[config.mk]
export PLATFORM = sky130hd
export DESIGN_NAME = fft_frame_sched
export DESIGN_NICKNAME = d
export VERILOG_FILES = /design/src/rtl/fft_sched_pkg.sv /design/src/rtl/fft_align_dly.sv /design/src/rtl/fft_frame_sched.sv
export SDC_FILE = /design/constraint.sdc
export NUM_CORES = 1
export LEC_CHECK = 0
export CAP_MARGIN = 20
export CORE_MARGIN = 2
export CORE_UTILIZATION = 60
export DETAILED_ROUTE_END_ITERATION = 8
export DONT_BUFFER_PORTS = 1
export PLACE_DENSITY = 0.76
export SYNTH_ARGS = -nofsm -noshare
export SYNTH_HDL_FRONTEND = slang
export SYNTH_SLANG_ARGS = --single-unit
[constraint.sdc]
create_clock -name clk -period 4 [get_ports clk]
set_input_delay 0.8 -clock clk [delete_from_list [all_inputs] [get_ports clk]]
set_output_delay 0.8 -clock clk [all_outputs]
set_load 0.01 [all_outputs]
[src/rtl/fft_sched_pkg.sv]
// Shared constants and state encoding for the FFT frame scheduler.
package fft_sched_pkg;

  localparam int N_POINTS     = 64;   // samples per frame, power of two
  localparam int FRAME_PERIOD = 185;  // minimum cycles between fft_start pulses
  localparam int CNT_W        = $clog2(N_POINTS);
  localparam int SPC_W        = $clog2(FRAME_PERIOD);

  typedef enum logic [1:0] {
    IDLE = 2'd0,
    FILL = 2'd1,
    HOLD = 2'd2
  } state_e;

endpackage

[src/rtl/fft_align_dly.sv]
// Fixed-depth shift register that lines the sample stream up with the
// pipeline controller's expectation relative to fft_start. Depth 0 is a wire.
module fft_align_dly #(
  parameter int W     = 32,
  parameter int DEPTH = 1
) (
  input  logic         i_clk,
  input  logic         i_clr,
  input  logic [W-1:0] i_d,
  output logic [W-1:0] o_q
);

  generate
    if (DEPTH == 0) begin : g_bypass
      assign o_q = i_d;
    end else begin : g_shift
      logic [W-1:0] r_sr [DEPTH];

      // Shift one stage per cycle; clear wipes every stage so no stale sample survives a reset.
      always_ff @(posedge i_clk) begin
        if (i_clr) begin
          for (int i = 0; i < DEPTH; i++) r_sr[i] <= '0;
        end else begin
          r_sr[0] <= i_d;
          for (int i = 1; i < DEPTH; i++) r_sr[i] <= r_sr[i-1];
        end
      end

      assign o_q = r_sr[DEPTH-1];
    end
  endgenerate

endmodule

[src/rtl/fft_frame_sched.sv]
// Frame admission and output reframing in front of the 64-point FFT
// pipeline controller.
//
// Input handshake: a sample transfers on a rising edge where in_valid and
// in_ready are both high. in_ready depends only on registered state, never
// on in_valid. Once a frame is admitted the scheduler takes one slot per
// cycle for N_POINTS cycles; a slot with in_valid low is filled with 0+j0
// and flagged as an underrun so PE0 always sees a contiguous frame.
// Output side has no backpressure: out_ready is only monitored.
module fft_frame_sched
  import fft_sched_pkg::*;
#(
  parameter int DW        = 16,
  parameter int ALIGN_DLY = 1
) (
  input  logic             clk,
  input  logic             rst,
  input  logic             in_valid,
  output logic             in_ready,
  input  logic [DW-1:0]    in_re,
  input  logic [DW-1:0]    in_im,
  input  logic             in_last,
  output logic             fft_start,
  output logic [DW-1:0]    fft_din_re,
  output logic [DW-1:0]    fft_din_im,
  input  logic             fft_data_out_en,
  input  logic [DW-1:0]    fft_dout_re,
  input  logic [DW-1:0]    fft_dout_im,
  output logic             out_valid,
  output logic [DW-1:0]    out_re,
  output logic [DW-1:0]    out_im,
  output logic             out_last,
  output logic [CNT_W-1:0] out_idx,
  input  logic             out_ready,
  output logic             busy,
  output logic [15:0]      frame_cnt,
  output logic             err_underrun,
  output logic             err_last,
  output logic             err_overrun,
  input  logic             err_clr,
  output state_e           dbg_state
);

  localparam logic [CNT_W-1:0] LAST_SMP = CNT_W'(N_POINTS - 1);
  localparam logic [SPC_W-1:0] SPC_LOAD = SPC_W'(FRAME_PERIOD - 1);

  state_e             r_state, w_next;
  logic [SPC_W-1:0]   r_spc;
  logic [CNT_W-1:0]   r_scnt;
  logic               r_start;
  logic [2*DW-1:0]    r_samp, w_din;
  logic [15:0]        r_frame_cnt;
  logic               r_out_valid;
  logic [DW-1:0]      r_out_re, r_out_im;
  logic [CNT_W-1:0]   r_out_idx;
  logic               r_err_u, r_err_l, r_err_o;
  logic               w_in_ready, w_accept, w_fill, w_last_smp;
  logic               w_set_u, w_set_l, w_set_o;

  // Next-state and in_ready. HOLD leaves one cycle before the spacing counter
  // hits zero so IDLE can admit on exactly the FRAME_PERIOD-th cycle.
  always_comb begin
    w_next     = r_state;
    w_in_ready = 1'b0;
    case (r_state)
      IDLE: begin
        w_in_ready = (r_spc == '0);
        if (in_valid && w_in_ready) w_next = FILL;
      end
      FILL: begin
        w_in_ready = 1'b1;
        if (r_scnt == LAST_SMP) w_next = HOLD;
      end
      HOLD: begin
        if (r_spc <= SPC_W'(1)) w_next = IDLE;
      end
      default: w_next = IDLE;
    endcase
  end

  assign w_accept   = (r_state == IDLE) && in_valid && w_in_ready;
  assign w_fill     = (r_state == FILL);
  assign w_last_smp = w_fill && (r_scnt == LAST_SMP);

  // Error set conditions: missing slot, in_last misplaced or absent, result dropped downstream.
  assign w_set_u = w_fill && !in_valid;
  assign w_set_l = (w_accept && in_last)
                || (w_fill && !w_last_smp && in_valid && in_last)
                || (w_last_smp && !(in_valid && in_last));
  assign w_set_o = r_out_valid && !out_ready;

  // State register.
  always_ff @(posedge clk) begin
    if (rst) r_state <= IDLE;
    else     r_state <= w_next;
  end

  // Start pulse, spacing counter, sample counter and frame counter.
  always_ff @(posedge clk) begin
    if (rst) begin
      r_start     <= 1'b0;
      r_spc       <= '0;
      r_scnt      <= '0;
      r_frame_cnt <= '0;
    end else begin
      r_start <= w_accept;
      if (w_accept) begin
        r_spc       <= SPC_LOAD;
        r_frame_cnt <= r_frame_cnt + 16'd1;
      end else if (r_spc != '0) begin
        r_spc <= r_spc - SPC_W'(1);
      end
      if (w_accept)    r_scnt <= CNT_W'(1);
      else if (w_fill) r_scnt <= r_scnt + CNT_W'(1);
    end
  end

  // Sample capture: real data in the frame window, zero for underrun slots and outside frames.
  always_ff @(posedge clk) begin
    if (rst)                                 r_samp <= '0;
    else if (w_accept || (w_fill && in_valid)) r_samp <= {in_re, in_im};
    else                                     r_samp <= '0;
  end

  fft_align_dly #(
    .W     (2 * DW),
    .DEPTH (ALIGN_DLY)
  ) u_align_dly (
    .i_clk (clk),
    .i_clr (rst),
    .i_d   (r_samp),
    .o_q   (w_din)
  );

  // Result reframing: one register stage plus a per-frame index counter.
  always_ff @(posedge clk) begin
    if (rst) begin
      r_out_valid <= 1'b0;
      r_out_re    <= '0;
      r_out_im    <= '0;
      r_out_idx   <= '0;
    end else begin
      r_out_valid <= fft_data_out_en;
      r_out_re    <= fft_dout_re;
      r_out_im    <= fft_dout_im;
      if (r_out_valid) r_out_idx <= (r_out_idx == LAST_SMP) ? '0 : r_out_idx + CNT_W'(1);
    end
  end

  // Sticky errors; a new event wins over a clear in the same cycle.
  always_ff @(posedge clk) begin
    if (rst) begin
      r_err_u <= 1'b0;
      r_err_l <= 1'b0;
      r_err_o <= 1'b0;
    end else begin
      r_err_u <= w_set_u ? 1'b1 : (err_clr ? 1'b0 : r_err_u);
      r_err_l <= w_set_l ? 1'b1 : (err_clr ? 1'b0 : r_err_l);
      r_err_o <= w_set_o ? 1'b1 : (err_clr ? 1'b0 : r_err_o);
    end
  end

  assign in_ready     = w_in_ready;
  assign fft_start    = r_start;
  assign fft_din_re   = w_din[2*DW-1:DW];
  assign fft_din_im   = w_din[DW-1:0];
  assign out_valid    = r_out_valid;
  assign out_re       = r_out_re;
  assign out_im       = r_out_im;
  assign out_idx      = r_out_idx;
  assign out_last     = r_out_valid && (r_out_idx == LAST_SMP);
  assign busy         = (r_state != IDLE) || (r_spc != '0);
  assign frame_cnt    = r_frame_cnt;
  assign err_underrun = r_err_u;
  assign err_last     = r_err_l;
  assign err_overrun  = r_err_o;
  assign dbg_state    = r_state;

endmodule

==> results_dict.tcl, run 1 <==
set metrics [dict create \
    status "finished clean" \
    antenna_found_initial 0 \
    cp-start-kind "register" \
    clock-sinks 139 \
    critPathRequiredTime_ns 3.20 \
    relSlewSlack_pct 40.9 \
    min_path_type "input pin to register" \
    syn_nets 510 \
    ctsRootBufferMaster "clkbuf_8" \
    core_area_sq_mm 0.00733 \
    ir_drop_mv 0.452 \
    die_h_um 91.4 \
    io-pin-count 167 \
    cellPowerDensity_mw_per_mm2 676 \
    cts_tree "yes" \
    finalPower_mw 3.50 \
    path_class "register to primary output" \
    netlist_area_sq_mm 0.00458 \
    drtIter0Drc 119 \
    synth.avg_cell_area_sq_um 10.6 \
    grt_pass1_vias 2648 \
    die_w_um 91.4 \
    postCtsSetupRepairBufs 0 \
    grt_usage_pct 20.4 \
    synth_area_leader_cell "dfxtp_1" \
    p_leak_nw 1.99 \
    area_growth_pct 13.0 \
    end_kind "primary output" \
    h-tree-depth 4 \
    holdBufCountCts 0 \
    dp_hpwl_um 5560 \
    io_buffers 0 \
    wl_per_cell_um 15.4 \
    grt_pass1_wl_um 13200 \
    antenna_cells 0 \
    firstDrtPassIters 4 \
    gp_congestion 0.791 \
    cts_resized 0 \
    cts_buffer_depth 2 \
    synth.top_cell.area_share_pct 60.7 \
    hold_viol 0 \
    drc_errors 0 \
    die_area_sq_mm 0.00835 \
    initial_core_util_pct 62.5 \
    arrival_ns 2.29 \
    yosysUniqueCellTypes 40 \
    synth_common_cells "dfxtp_1 (139), nor2b_1 (68), and2_1 (33)" \
    path_max_fanout 13 \
    async_flop_share_pct 0 \
    timing.setup.tns_ns 0 \
    vias 2902 \
    finalClockSkew_ns 0.00915 \
    synth_edf_count 0 \
    synth_cells 433 \
    cts_buffers 17 \
    fillCellCount 520 \
    clk_latency_ns 0.50 \
    nNetsFinal 509 \
    clock.fmax_ghz 0.324 \
    finalMaxSlewViolations 0 \
    overflow 0 \
    tightest_slew_ns 0.883 \
    synth_warnings 0 \
    synthFlopType "dfxtp_1" \
    synth_area_leaders "dfxtp_1 (61%), nor2b_1 (9.3%), and2_1 (4.5%)" \
    setup_viol 0 \
    synth_seq_cells 139 \
    wl_um 8390 \
    grt_max_degree 109 \
    period_share_pct 77.2 \
    period_minus_slack_ns 3.09 \
    cts.reportedPaths.clkPinSlew_ns 0.06 \
    maxCapViolCount 0 \
    drtAntennaViolNets 0 \
    synth_most_common_cell "dfxtp_1" \
    std_cell_rows 31 \
    layout-drive-gt1-share_pct 9.44 \
    rsz0062_at_grt "false" \
    via_per_inst 5.33 \
    yosysSeqAreaShare_pct 60.7 \
]
[stage by stage]
| step | hold slack, ns | worst slack [ns] | instances | cell area, sq um | util (%) |
|---|---|---|---|---|---|
| 2_1_floorplan | 0.414 | 1.84 | 433 | 4580 | - |
| 3_3_place_gp | 0.415 | 1.39 | 512 | 4630 | 63.1 |
| 3_5_place_dp | 0.423 | 1.26 | 512 | 4630 | 63.1 |
| 4_1_cts | 0.336 | 0.890 | 544 | 5180 | 70.6 |
| 5_1_grt | 0.335 | 0.685 | 544 | 5180 | 70.6 |
| 6_report | 0.373 | 0.913 | 544 | 5180 | 70.6 |
[report_power, final]
group          internal, mW  switching, mW
combinational         0.193          0.263
sequential             1.51          0.113
clock                 0.801          0.613
[critical path: stages (launching register included)]
cell and delay [ns]:
dfxtp_1 0.34, inv_1 0.11, ha_1 0.22, nor3b_1 0.34
nand3_1 0.48, nand2_1 0.29
[flip-flops by register name (all words and copies together) (netlist names)]
signal,count
err_underrun,1
out_re,16
err_last,1
dbg_state,2
r_spc,8
fft_start,1
u_align_dly.g_shift.r_sr,32
out_valid,1
out_im,16
r_samp,32
err_overrun,1
out_idx,6
frame_cnt,16
r_scnt,6
[kinds of logic (layout without fill, tap and decap cells)]
group | count (synthesis) | in the layout | synth area share [%]
simple gates | 200 | 200 | 25.4
flops | 139 | 139 | 60.7
compound gates | 38 | 38 | 5.49
buf+inv | 29 | 41 | 2.54
xor+xnor | 15 | 15 | 2.87
fa+ha+maj | 6 | 6 | 1.64
mux | 6 | 6 | 1.34
[placed cells by master (no fill, tap or decap), types with 2 or more instances in the layout]
cell type	Yosys	layout
clkinvlp_4	0	4
o21ai_0	5	5
a31oi_1	4	4
xnor2_1	6	6
and3_1	4	4
mux2i_1	5	5
nand3_1	8	8
inv_8	0	2
and2_1	33	33
or2_2	2	2
dfxtp_1	139	139
ha_1	6	6
or3_1	6	6
nor2_1	21	21
nand2b_1	2	2
nor3_1	9	9
o31ai_1	8	8
nor2b_1	68	68
a22oi_1	2	2
inv_6	0	7
nand2_1	23	23
clkbuf_8	0	2
or4_1	8	8
a21oi_1	15	15
xor2_1	9	9
nand4_1	7	7
and4_1	2	2
inv_1	8	8
clkbuf_16	0	16
[final timing paths]
| kind | startpoint | slack [ns] | depth (start not counted) | endpoint |
|---|---|---|---|---|
| max | r_spc[0] | 0.91 | 5 | in_ready |
| min | rst | 0.37 | 1 | out_im[10] |
| max reg2reg | r_spc[0] | 1.25 | 6 | frame_cnt[14] |
| min reg2reg | r_samp[20] | 0.43 | 1 | u_align_dly.g_shift.r_sr[0][20] |
[metal layers]
layer / part of all wire, % / up-vias / track usage, %
met4: 2.0 / 0 / 12.1
met5: 0 / - / 0
met2: 50 / 123 / 33.5
met1: 38 / 1325 / 21.6
met3: 9.0 / 11 / 9.05
li1: - / 1443 / -
[cell type report]
cell class / instances / area [sq um] / area share (%)
inverter: 8 / 30.0 / 0.580
clock inverter: 14 / 123 / 2.37
timing repair buffer: 1 / 7.51 / 0.145
clock buffer: 18 / 428 / 8.27
sequential: 139 / 2780 / 53.8
multi-input combinational: 265 / 1680 / 32.5
tap: 99 / 124 / 2.39
Note: power is estimated with default switching activity, not from simulation.
==> run 2, diff against run 1 <==
clock period = 3 ns   (was 4 ns; I/O delays follow)
==> results_dict.tcl, run 2 (synthesis gave the netlist of run 1 again) <==
set metrics [dict create \
    grt_max_degree 109 \
    overflow 0 \
    stdcell_area_sq_mm 0.00523 \
    power_frac_seq_pct 45.2 \
    initial_core_util_pct 62.5 \
    maxCapViolCount 0 \
    period_minus_slack_ns 2.72 \
    fin_util_pct 71.4 \
    hold_viol 0 \
    wl_um 8400 \
    ir_drop_mv 0.667 \
    grt_pass1_wl_um 13200 \
    die_w_um 91.4 \
    clock_power_share_pct 41.9 \
    p_leak_nw 2.02 \
    met2_usage_pct 34.4 \
    cellPowerDensity_mw_per_mm2 917 \
    cts.reportedPaths.clkPinSlew_ns 0.06 \
    switching_share_pct 28.4 \
    path_max_fanout 13 \
    antenna_cells 0 \
    path_class "register to primary output" \
    nNetsFinal 510 \
    power.net_switching_mw 1.36 \
    rsz0062_at_grt "false" \
    cp-start-kind "register" \
    die_h_um 91.4 \
    layout_commonest_cell "dfxtp_1" \
    cts_buffer_depth 2 \
    status "finished clean" \
    combPwrFrac_pct 12.9 \
    io_buffers 0 \
    std_cell_rows 31 \
    gp_congestion 0.815 \
    h-tree-depth 4 \
    end_kind "primary output" \
    layout-drive-gt1-share_pct 9.87 \
    intPower_mw 3.43 \
    ctsRootBufferMaster "clkbuf_8" \
    grt_pass1_vias 2698 \
    dp_hpwl_um 5610 \
    via_per_inst 5.27 \
    cts_tree "yes" \
    firstDrtPassIters 4 \
    clock.fmax_ghz 0.367 \
    arrival_ns 2.12 \
    setup_viol 0 \
    clk_latency_ns 0.51 \
    timing.setup.tns_ns 0 \
    critPathRequiredTime_ns 2.40 \
    finalClockSkew_ns 0.00779 \
    reg_top3 "r_samp x32, u_align_dly.g_shift.r_sr x32" \
    wl_per_cell_um 15.4 \
    clock-sinks 139 \
    drc_errors 0 \
    vias 2872 \
    grt_use_met1_pct 22.1 \
    tightest_slew_ns 0.653 \
    relSlewSlack_pct 56.5 \
    antenna_found_initial 0 \
    drtIter0Drc 139 \
    dpl-instance-area_sq_mm 0.00463 \
    period_share_pct 90.7 \
    min_path_type "input pin to register" \
    gr-max-usage-layer "met2" \
    die_area_sq_mm 0.00835 \
    finalMaxSlewViolations 0 \
    area_growth_pct 14.2 \
    drtAntennaViolNets 0 \
    layout_common_cells "dfxtp_1 (139), nor2b_1 (68), and2_1 (33)" \
    use_met3_pct 8.55 \
    core_area_sq_mm 0.00733 \
    grt_usage_pct 20.4 \
    io-pin-count 167 \
    cts_buffers 17 \
]
## run 2: cell types whose count changed in the layout (fill, tap and decap cells not counted)
cell and change:
inv_6 -5, clkinv_4 +3, clkinvlp_4 -3, inv_8 +3, clkinv_8 +2, buf_4 +1
bufinv_16 +1, clkbuf_8 -1, nand3_1 -1, nand3_2 +1
## run 2: path summary, 6_finish.rpt
kind | slack [ns] | startpoint | endpoint | cells past startpoint
worst min register to register | 0.43 | r_samp[31] | u_align_dly.g_shift.r_sr[0][31] | 1
worst min-delay path | 0.16 | rst | out_im[4] | 1
worst max-delay path | 0.28 | r_spc[0] | in_ready | 5
worst max register to register | 0.79 | r_spc[0] | frame_cnt[11] | 6
## run 2: final cells by class
type,count,area [sq um]
clock buffers,17,414
repair buffers,2,15.0
inverters,8,30.0
well taps,99,124
multi-input cells,265,1690
fillers,527,2100
clock inverters,15,179
flip-flops and latches,139,2780
## run 2: per-layer routing
layer  wire, um  up-vias  part of all wire [%]
met5          0        -                     0
met4        113        0                   1.3
met3        702       11                   8.4
met2       4200      115                    50
met1       3380     1311                    40
li1           -     1435                     -
## run 2: power by group through the flow
stage	clock [mW]	sequential, mW	combinational [mW]
final	2.01	2.17	0.618
after global routing	2.14	2.19	0.703
after CTS	2.05	2.17	0.617
after detailed placement	0	2.21	0.616
after global placement	0	2.20	0.590
after floorplan	0	2.17	0.548
## run 2: per-stage QoR
stage	hold slack [ns]	power (mW)	instances	worst slack, ns
CTS	0.140	4.84	545	0.103
floorplan	0.414	2.72	433	1.04
finish	0.163	4.80	545	0.278
detailed placement	0.420	2.82	513	0.647
global placement	0.415	2.79	513	0.718
global route	0.130	5.03	545	0.0770
## run 2: critical path: stages, from the launching register on
cell,delay [ns]
dfxtp_1,0.33
inv_1,0.12
ha_1,0.22
nor3b_1,0.39
nand3_2,0.33
nand2_1,0.23
## run 2: timing repair
action	in CTS	in global routing
endpoints found under the setup margin	0	1
hold buffers	0	0
buffers inserted	0	0
gates resized for setup	0	1
==> run 3, diff against run 2 <==
ABC_CLOCK_PERIOD_IN_PS = 3250   (was unset)
REMOVE_ABC_BUFFERS = 1   (was unset)
clock period = 3.25 ns   (was 3 ns; I/O delays follow)
==> results_dict.tcl, run 3 (synthesis gave the netlist of run 1 again) <==
set metrics [dict create \
    status "finished clean" \
    std_cell_rows 31 \
    finalMaxSlewViolations 0 \
    wl_um 8090 \
    drc_errors 0 \
    cts_resized 0 \
    firstDrtPassIters 5 \
    end_kind "primary output" \
    finalPower_mw 4.40 \
    vias 2865 \
    use_met3_pct 9.71 \
    die_area_sq_mm 0.00835 \
    intPower_mw 3.17 \
    critPathRequiredTime_ns 2.60 \
    relSlewSlack_pct 60.2 \
    clock_power_share_pct 41.5 \
    cts_buffer_depth 2 \
    gp_congestion 0.768 \
    postCtsSetupRepairBufs 0 \
    fillCellCount 546 \
    layout-drive-gt1-share_pct 9.64 \
    path_class "register to primary output" \
    maxCapViolCount 0 \
    p_leak_nw 2.01 \
    initial_core_util_pct 62.5 \
    hold-path-cell-count 1 \
    cts_tree "yes" \
    multiInputGateArea_sq_mm 0.00168 \
    gr-max-usage-layer "met2" \
    layout_common_cells "dfxtp_1 (139), nor2b_1 (68), and2_1 (33)" \
    io_buffers 0 \
    grt_use_met1_pct 22.3 \
    cp-start-kind "register" \
    drtIter0Drc 110 \
    grt_pass1_vias 2688 \
    grt_pass1_wl_um 13100 \
    dp_hpwl_um 5440 \
    power.net_switching_mw 1.23 \
    seq_area_sq_mm 0.00278 \
    switching_share_pct 27.9 \
    nNetsFinal 510 \
    core_area_sq_mm 0.00733 \
    drtAntennaViolNets 0 \
    reg2reg_depth 6 \
    clock.fmax_ghz 0.330 \
    die_w_um 91.4 \
    holdBufCountCts 0 \
    finalClockSkew_ns 0.00896 \
    setup_viol 0 \
    period_share_pct 93.1 \
    met2_usage_pct 31.4 \
    die_h_um 91.4 \
    h-tree-depth 4 \
    via_per_inst 5.26 \
    area_growth_pct 13.8 \
    arrival_ns 2.38 \
    layout_commonest_cell "dfxtp_1" \
    cts_buffers 17 \
    period_minus_slack_ns 3.03 \
    overflow 0 \
    max_stage_delay_ns 0.51 \
    power_frac_seq_pct 45.4 \
    grt_usage_pct 19.7 \
    timing.setup.tns_ns 0 \
    cellPowerDensity_mw_per_mm2 844 \
    hold_viol 0 \
    wl_per_cell_um 14.9 \
    path_max_fanout 13 \
    slowest_stage "nand3_1" \
    ctsRootBufferMaster "clkbuf_8" \
    io-pin-count 167 \
    min_path_type "input pin to register" \
    hold_slack_ns 0.219 \
    combPwrFrac_pct 13.1 \
    clock-sinks 139 \
    rsz0062_at_grt "false" \
    reg_top3 "r_samp x32, u_align_dly.g_shift.r_sr x32" \
    antenna_found_initial 0 \
    cp_cell_sequence "inv_1 -> ha_1 -> nor3b_1 -> nand3_1 -> nand2_1" \
    antenna_cells 0 \
    grt_max_degree 109 \
    clk_latency_ns 0.50 \
    tightest_slew_ns 0.592 \
    cts.reportedPaths.clkPinSlew_ns 0.06 \
    ir_drop_mv 0.541 \
]
==> run 3: routing by layer <==
metal  wire [um]  up-vias
met4          31        0
li1            -     1437
met5           0        -
met3         798        2
met1        3260     1308
met2        4000      118
==> run 3: area by class of cell <==
class | instances | share of cell area [%]
timing repair buffer | 2 | 0.288
tap | 99 | 2.38
sequential | 139 | 53.4
multi-input combinational | 265 | 32.2
clock inverter | 14 | 2.95
inverter | 8 | 0.576
clock buffer | 18 | 8.21
==> run 3: through the flow <==
step	instances	util (%)	setup slack, ns	area (sq um)
5_1_grt	545	71.1	0.0857	5220
3_5_place_dp	513	63.2	0.819	4630
3_3_place_gp	513	63.2	0.901	4630
4_1_cts	545	71.1	0.247	5220
2_1_floorplan	412	-	0.962	4490
6_report	545	71.1	0.224	5220
==> run 3: worst paths after layout <==
check / start / to / slack, ns
hold reg to reg: r_samp[17] / u_align_dly.g_shift.r_sr[0][17] / 0.43
setup reg to reg: r_spc[0] / frame_cnt[13] / 0.80
hold / removal: rst / u_align_dly.g_shift.r_sr[0][16] / 0.22
setup / recovery: r_spc[0] / in_ready / 0.22
==> run 3: critical path, delay by kind of cell (launching register included) <==
family	cells	cell delay, ns
DFF	1	0.34
buffers and inverters	1	0.12
adders and majority gates	1	0.24
and+or+nand+nor	3	1.18
==> run 3: power by group through the flow <==
stage / clock network [mW] / logic (mW) / registers [mW]
2_1_floorplan: 0 / 0.460 / 2.01
3_3_place_gp: 0 / 0.551 / 2.03
3_5_place_dp: 0 / 0.572 / 2.04
4_1_cts: 1.87 / 0.577 / 2.00
5_1_grt: 1.96 / 0.654 / 2.02
6_report: 1.83 / 0.575 / 2.00
